[config.mk]
export PLATFORM = sky130hd
export DESIGN_NAME = fifo_wptr_gray
export DESIGN_NICKNAME = d
export VERILOG_FILES = /design/src/rtl/fifo_wptr_gray.sv
export SDC_FILE = /design/constraint.sdc
export NUM_CORES = 1
export LEC_CHECK = 0
export BUFFER_PORTS_ARGS = -buffer_cell sky130_fd_sc_hd__buf_2
export CAP_MARGIN = 0
export CORE_AREA = 2 2 49 51
export DETAILED_ROUTE_END_ITERATION = 8
export DIE_AREA = 0 0 51 53
export HOLD_SLACK_MARGIN = 0.03
export PLACE_DENSITY = 0.78
export SETUP_SLACK_MARGIN = 0.02
export SLEW_MARGIN = 20
export SYNTH_ARGS = -nofsm -noshare
export SYNTH_HDL_FRONTEND = slang
export SYNTH_SLANG_ARGS = --single-unit
[constraint.sdc]
create_clock -name clk_i -period 3.45 [get_ports clk_i]
set_input_delay 0 -clock clk_i [delete_from_list [all_inputs] [get_ports clk_i]]
set_output_delay 0 -clock clk_i [all_outputs]
set_load 0.005 [all_outputs]
[src/rtl/fifo_wptr_gray.sv]
// fifo_wptr_gray: write-side binary/Gray pointer pair, read-pointer synchronizer, full flag and fill level.
module gray2bin #(
  parameter int W = 5
) (
  input  logic [W-1:0] gray,
  output logic [W-1:0] bin
);
  always_comb begin
    bin = '0;
    for (int i = 0; i < W; i++) bin[i] = ^(gray >> i);
  end
endmodule

module fifo_wptr_gray #(
  parameter int ADDR_WIDTH  = 4,
  parameter int SYNC_STAGES = 2
) (
  input  logic                  clk_i,
  input  logic                  rst_i,
  input  logic                  winc_i,
  input  logic [ADDR_WIDTH:0]   rptr_gray_i,
  output logic                  wen_o,
  output logic [ADDR_WIDTH-1:0] waddr_o,
  output logic [ADDR_WIDTH:0]   wptr_gray_o,
  output logic                  wfull_o,
  output logic [ADDR_WIDTH:0]   wlevel_o
);
  logic [ADDR_WIDTH:0] wbin, wgray, wbin_next, wgray_next, rq_sync, rq_bin;
  logic [ADDR_WIDTH:0] sync [SYNC_STAGES];
  logic                wfull;
  assign wen_o      = winc_i & ~wfull;
  assign wbin_next  = wbin + {{ADDR_WIDTH{1'b0}}, wen_o};
  assign wgray_next = (wbin_next >> 1) ^ wbin_next;
  assign rq_sync    = sync[SYNC_STAGES-1];
  always_ff @(posedge clk_i or posedge rst_i)
    if (rst_i) begin
      wbin  <= '0;
      wgray <= '0;
      wfull <= 1'b0;
      for (int i = 0; i < SYNC_STAGES; i++) sync[i] <= '0;
    end else begin
      wbin    <= wbin_next;
      wgray   <= wgray_next;
      sync[0] <= rptr_gray_i;
      for (int i = 1; i < SYNC_STAGES; i++) sync[i] <= sync[i-1];
      // Full when the write pointer is one lap ahead: top two Gray bits inverted, rest equal.
      wfull   <= wgray_next == {~rq_sync[ADDR_WIDTH:ADDR_WIDTH-1], rq_sync[ADDR_WIDTH-2:0]};
    end
  gray2bin #(.W(ADDR_WIDTH+1)) u_g2b (.gray(rq_sync), .bin(rq_bin));
  assign waddr_o     = wbin[ADDR_WIDTH-1:0];
  assign wptr_gray_o = wgray;
  assign wfull_o     = wfull;
  assign wlevel_o    = wbin - rq_bin;
endmodule
==> results of run 1 <==
-- per-layer routing --
layer,GRT usage (%),wire length (um)
met1,14.4,677
met5,0,0
met3,3.67,83
met4,8.11,23
met2,22.3,680
-- cell usage in the layout, fill, tap and decap left out --
| cell | count |
|---|---|
| nand3_1 | 4 |
| xor2_1 | 10 |
| clkbuf_4 | 3 |
| nand2_1 | 2 |
| dfrtp_1 | 20 |
| xnor2_1 | 10 |
| a221oi_2 | 1 |
| inv_1 | 10 |
| xor2_2 | 1 |
| nor2b_1 | 1 |
| fa_1 | 1 |
| ha_1 | 6 |
| a21oi_1 | 2 |
| buf_2 | 23 |
| clkbuf_8 | 1 |
| xnor2_2 | 1 |
| dlygate4sd3_1 | 6 |
| or3_1 | 2 |
| a21o_1 | 2 |
-- worst max path at each step --
stage	end	slack (ps)	cells after the start	from
floorplan	wlevel_o[4]	1330	10	rq_sync[3]
global placement	wlevel_o[4]	1160	11	rq_sync[3]
detailed placement	wlevel_o[4]	1090	11	rq_sync[3]
CTS	wlevel_o[4]	750	11	rq_sync[3]
global route	wlevel_o[4]	600	11	rq_sync[4]
finish	wlevel_o[4]	790	11	rq_sync[4]
-- sequential cells by signal, indices dropped and copies added (netlist names) --
name         flops
wptr_gray_o      4
wfull_o          1
sync             5
rq_sync          5
wbin             5
-- power by group --
group	total, mW	switching, mW	internal [mW]
logic	0.557	0.270	0.287
clock network	0.132	0.0671	0.0644
registers	0.362	0.0591	0.303
-- area by class of cell --
type	instances	area, um^2	area share, %
multi-input combinational	43	389	33.2
clock buffer	4	36.3	3.09
inverter	10	37.5	3.20
timing repair buffer	29	175	14.9
sequential	20	500	42.6
tap	28	35.0	2.99
-- cell families after synthesis --
kind of cell / Yosys count / synth area share, %
AND/OR/NAND/NOR: 9 / 4.99
XOR/XNOR: 22 / 22.4
adder cells (fa/ha/maj): 7 / 10.3
buffers and inverters: 10 / 4.05
flip-flops: 20 / 54.0
AO/OA/AOI/OAI: 5 / 4.32
-- timing repair --
| item | 4_1_cts | 5_1_grt |
|---|---|---|
| hold buffers | 6 | 0 |
| endpoints found under the hold margin | 25 | 0 |
| resized for setup | 0 | 0 |
-- stage by stage --
step	utilization (%)	power (mW)	worst slack, ps	cells
after global placement	50.1	0.905	1160	124
final	54.6	1.05	792	134
after CTS	54.6	1.07	746	134
after global routing	54.6	1.15	595	134
after detailed placement	50.1	0.924	1090	124
after floorplan	-	0.741	1330	73
-- worst min-delay path, stage by stage --
cell and delay (ps):
buf_2 70, nor2b_1 150, ha_1 200
==> metrics.yaml, run 1 <==
run_status:
  status: "finished, final reports clean"
timing:
  fin_tns_setup_ps: 0
  layout_worst_path_cycle_share_pct: 77.1
  finalSetupViolations: 0
  fin_skew_ps: 6.03
  whs_ps: 167
  clock.fmax_mhz: 376
  rsz0062_at_grt: "no"
  hold_viol: 0
  slew_headroom_pct: 53.0
  min_period_ps: 2660
  worst_pin_slew_ps: 704
  slew_violations: 0
finish:
  drive_gt1_share_pct: 28.3
  syn_to_final_growth_pct: 26.6
  nFillCells: 194
  antenna_cells: 0
  nNetsFinal: 122
  design_area_um2: 1170
clock_tree:
  clk_latency_ps: 300
  path_clk_slew_ps: 100
  numCtsBuffers: 3
  cts_sinks: 20
  cts_buffer_depth: 2
  htreeDepth: 1
  cts_tree: "done"
  postCtsSetupBuffers: 0
  cts-root-buf: "clkbuf_4"
logic_synthesis:
  syn_inst: 73
  synth.area.top_cells: "dfrtp_1, xnor2_1, xor2_1"
  synth_async_sr_flop_share_pct: 100
  synth_flop_cell: "dfrtp_1"
  synthTopCellsByCount: "dfrtp_1, inv_1, xnor2_1, xor2_1, ha_1"
  yosysTopAreaCellShare_pct: 54.0
  yosysUniqueCellTypes: 15
  yosysMostFrequentCell: "dfrtp_1"
  ys_seq_elements: 20
  yosysWarnings: 0
  synth_area_um2: 927
  syn_area_per_cell_um2: 12.7
  synth_top_area_cell: "dfrtp_1"
  seq_area_frac_synth_pct: 54.0
  synth-edff-count: 0
  syn_nets: 88
setup_path:
  crit_required_ps: 3450
  critical_path_class: "reg2out"
  reg2reg_to: "wfull_o"
  reg2regPathDepth: 7
  rrSetupSlack_ps: 1330
  crit_arrival_ps: 2660
  cp_max_fo: 4
  path_cells: "xnor2_2 -> xor2_1 -> xor2_1 -> xnor2_1 -> ha_1 -> fa_1 -> inv_1 -> a21o_1 -> a21oi_1 -> xnor2_1 -> buf_2"
  slowest_delay_ps: 450
  reg2reg_from: "wfull_o"
  cp-end-kind: "primary output"
  slowest_stage: "dfrtp_1"
  cp_top_family: "XOR/XNOR gates"
  critPathLaunchType: "flip-flop"
  cp.buffers_inverters: 2
pwr:
  p_per_area_nw_per_um2: 895
  p_leak_nw: 0.587
  peakVddDrop_v: 0.000446
worst_hold_path:
  hold_depth: 3
  holdCritPathClass: "in2reg"
  min_to: "wbin[0]"
  min_from: "winc_i"
floorplan:
  start_util_pct: 43.2
  die_x_um: 51
  design.core.area_um2: 2150
  die-height_um: 53
  die_area_um2: 2700
  io_pins: 24
  rows: 17
routing:
  vias: 581
  dr.pass1.iters: 4
  drc_errors: 0
  antenna_left: 0
  avgRoutedWirePerCell_um: 10.9
  routed_wl_mm: 1.47
  vias_per_cell: 4.34
  first_iter_violations: 4
global_route:
  grt_pass1_vias: 596
  grt_pass1_wl_mm: 2.48
  overflow: 0
  antenna_found_initial: 0
  grt_util_all_layers_pct: 13.1
  grt_max_degree: 21
placement:
  post-dp-hpwl_mm: 1.11
  portBuffers: 23
  postPlaceCellArea_um2: 1080
  routabilityCongestion: 0.737
flow_run:
  maxCapViolCount: 0
No activity file was read; power rests on OpenSTA's default activity.
==> run 2, diff against run 1 <==
--- a/config.mk
+++ b/config.mk
@@ -11,7 +11,7 @@
 export DETAILED_ROUTE_END_ITERATION = 8
 export DIE_AREA = 0 0 51 53
 export HOLD_SLACK_MARGIN = 0.03
-export PLACE_DENSITY = 0.78
+export PLACE_DENSITY = 0.8
 export SETUP_SLACK_MARGIN = 0.02
 export SLEW_MARGIN = 20
 export SYNTH_ARGS = -nofsm -noshare
==> constraint.sdc (replaced) <==
create_clock -name clk_i -period 2.3 [get_ports clk_i]
set_input_delay 0 -clock clk_i [delete_from_list [all_inputs] [get_ports clk_i]]
set_output_delay 0 -clock clk_i [all_outputs]
set_load 0.005 [all_outputs]
==> metrics.yaml, run 2 (same netlist as run 1, synthesis figures left out) <==
run_status:
  status: "complete, but fails checks"
  failed_checks: "setup timing"
clock_tree:
  cts_buffer_depth: 2
  numCtsBuffers: 3
  path_clk_slew_ps: 100
  cts_sinks: 20
  cts-root-buf: "clkbuf_4"
  clk_latency_ps: 290
  htreeDepth: 1
  cts_tree: "done"
pwr:
  pwr-share-seq_pct: 31.7
  netSwitchingFraction_pct: 37.5
  p_leak_nw: 0.642
  internal-power_mw: 1.07
  p_sw_uw: 643
  peakVddDrop_v: 0.000647
  p_comb_share_pct: 57.1
  p_per_area_nw_per_um2: 1340
  clkPwrFrac_pct: 11.2
finish:
  final_common_cell: "buf_2"
  layout_common_cells: "buf_2, dfrtp_1"
  design_area_um2: 1280
  final_cells: 144
  syn_to_final_growth_pct: 38.1
  antenna_cells: 0
  nFillCells: 177
  nNetsFinal: 132
  drive_gt1_share_pct: 40.5
floorplan:
  rows: 17
  die-height_um: 53
  start_util_pct: 43.2
  design.core.area_um2: 2150
  die_area_um2: 2700
  io_pins: 24
  die_x_um: 51
timing:
  min_period_ps: 2540
  fin_skew_ps: 0.883
  whs_ps: 191
  fin_tns_setup_ps: -582
  finalSetupViolations: 4
  setup_ws_ps: -237
  worst_pin_slew_ps: 726
  layout_worst_path_cycle_share_pct: 110
  hold_viol: 0
  slew_violations: 0
  slew_headroom_pct: 51.5
  rsz0062_at_grt: "yes"
  clock.fmax_mhz: 394
placement:
  routabilityCongestion: 0.793
  portBuffers: 23
  postPlaceCellArea_um2: 1100
  post-dp-hpwl_mm: 1.14
  dp.cells: 127
global_route:
  grt_max_degree: 21
  grt_util_all_layers_pct: 14.1
  antenna_found_initial: 0
  grt_pass1_wl_mm: 2.73
  grt_pass1_vias: 646
  overflow: 0
setup_path:
  slowest_stage: "dfrtp_1"
  reg2regPathDepth: 7
  slowest_delay_ps: 420
  crit_required_ps: 2300
  cp-end-kind: "primary output"
  critical_path_class: "reg2out"
  path_cells: "xnor2_2 -> xor2_2 -> xor2_1 -> xnor2_1 -> ha_2 -> fa_2 -> inv_1 -> a21o_1 -> a21oi_2 -> xnor2_1 -> buf_2"
  reg2reg_from: "wfull_o"
  rrSetupSlack_ps: 180
  crit_arrival_ps: 2540
  critPathLaunchType: "flip-flop"
  cp_max_fo: 2
  path_common_cell: "xnor2_1"
  reg2reg_to: "wfull_o"
flow_run:
  maxCapViolCount: 0
worst_hold_path:
  min_to: "wbin[0]"
  hold_depth: 3
  holdCritPathClass: "in2reg"
  min_from: "winc_i"
routing:
  top_layer_used: "met4"
  wl_met1_um: 660
  antenna_left: 0
  routed_wl_mm: 1.66
  vias: 649
  vias_per_cell: 4.51
  wl_met2_um: 879
  dr_wl_met3_um: 65
  avgRoutedWirePerCell_um: 11.5
  first_iter_violations: 3
  drc_errors: 0
  dr.pass1.iters: 4
==> run 2: cell types whose count changed in the layout (fill, tap and decap cells not counted), sizes merged <==
cell  before  now
buf       23   33
==> run 2: cell type report <==
type	instances	area, um^2	share of cell area (%)
Sequential cell	20	500	39.1
Tap cell	28	35.0	2.74
Timing Repair Buffer	39	254	19.8
Clock buffer	4	36.3	2.83
Inverter	10	37.5	2.93
Multi-Input combinational cell	43	417	32.6
==> run 2: worst max-delay path by stage <==
| stage | from | end | slack [ps] | depth (start not counted) |
|---|---|---|---|---|
| 2_1_floorplan | rq_sync[3] | wlevel_o[4] | 180 | 10 |
| 3_3_place_gp | rq_sync[3] | wlevel_o[4] | 80 | 11 |
| 3_5_place_dp | rq_sync[3] | wlevel_o[4] | 30 | 11 |
| 4_1_cts | rq_sync[3] | wlevel_o[4] | -220 | 11 |
| 5_1_grt | rq_sync[3] | wlevel_o[4] | -450 | 11 |
| 6_report | rq_sync[3] | wlevel_o[4] | -240 | 11 |
==> run 2: worst max-delay path, delay by kind of cell (launching register included) <==
kind	cells	cell delay [ps]
buffers and inverters	2	160
XOR/XNOR	5	920
flip-flops	1	420
adder cells (fa/ha/maj)	2	440
AO/OA/AOI/OAI	2	300
==> run 2: per-layer routing <==
metal	track usage [%]	vias to the layer above
li1	-	315
met1	14.9	308
met2	25.3	19
met3	1.98	7
met4	10.8	0
met5	0	-
==> run 2: what timing repair did <==
action | in CTS | in global routing
setup endpoints to repair | 4 | 4
resized for setup | 7 | 2
pin swaps | 6 | 4
hold buffers | 6 | 0
buffers inserted | 6 | 2
hold endpoints to repair | 25 | 0
==> run 2: metrics by stage <==
stage | utilization (%) | setup WS (ps) | power [mW]
2_1_floorplan | - | 181 | 1.11
3_3_place_gp | 51.2 | 83.8 | 1.39
3_5_place_dp | 51.2 | 26.3 | 1.42
4_1_cts | 58.9 | -218 | 1.72
5_1_grt | 59.6 | -445 | 1.85
6_report | 59.6 | -237 | 1.71
==> run 2: power by group through the flow <==
stage	logic [mW]	clock network, mW	registers [mW]
after floorplan	0.563	0	0.549
final	0.979	0.192	0.543
after CTS	0.977	0.201	0.541
after detailed placement	0.872	0	0.548
after global placement	0.841	0	0.545
after global routing	1.08	0.216	0.559
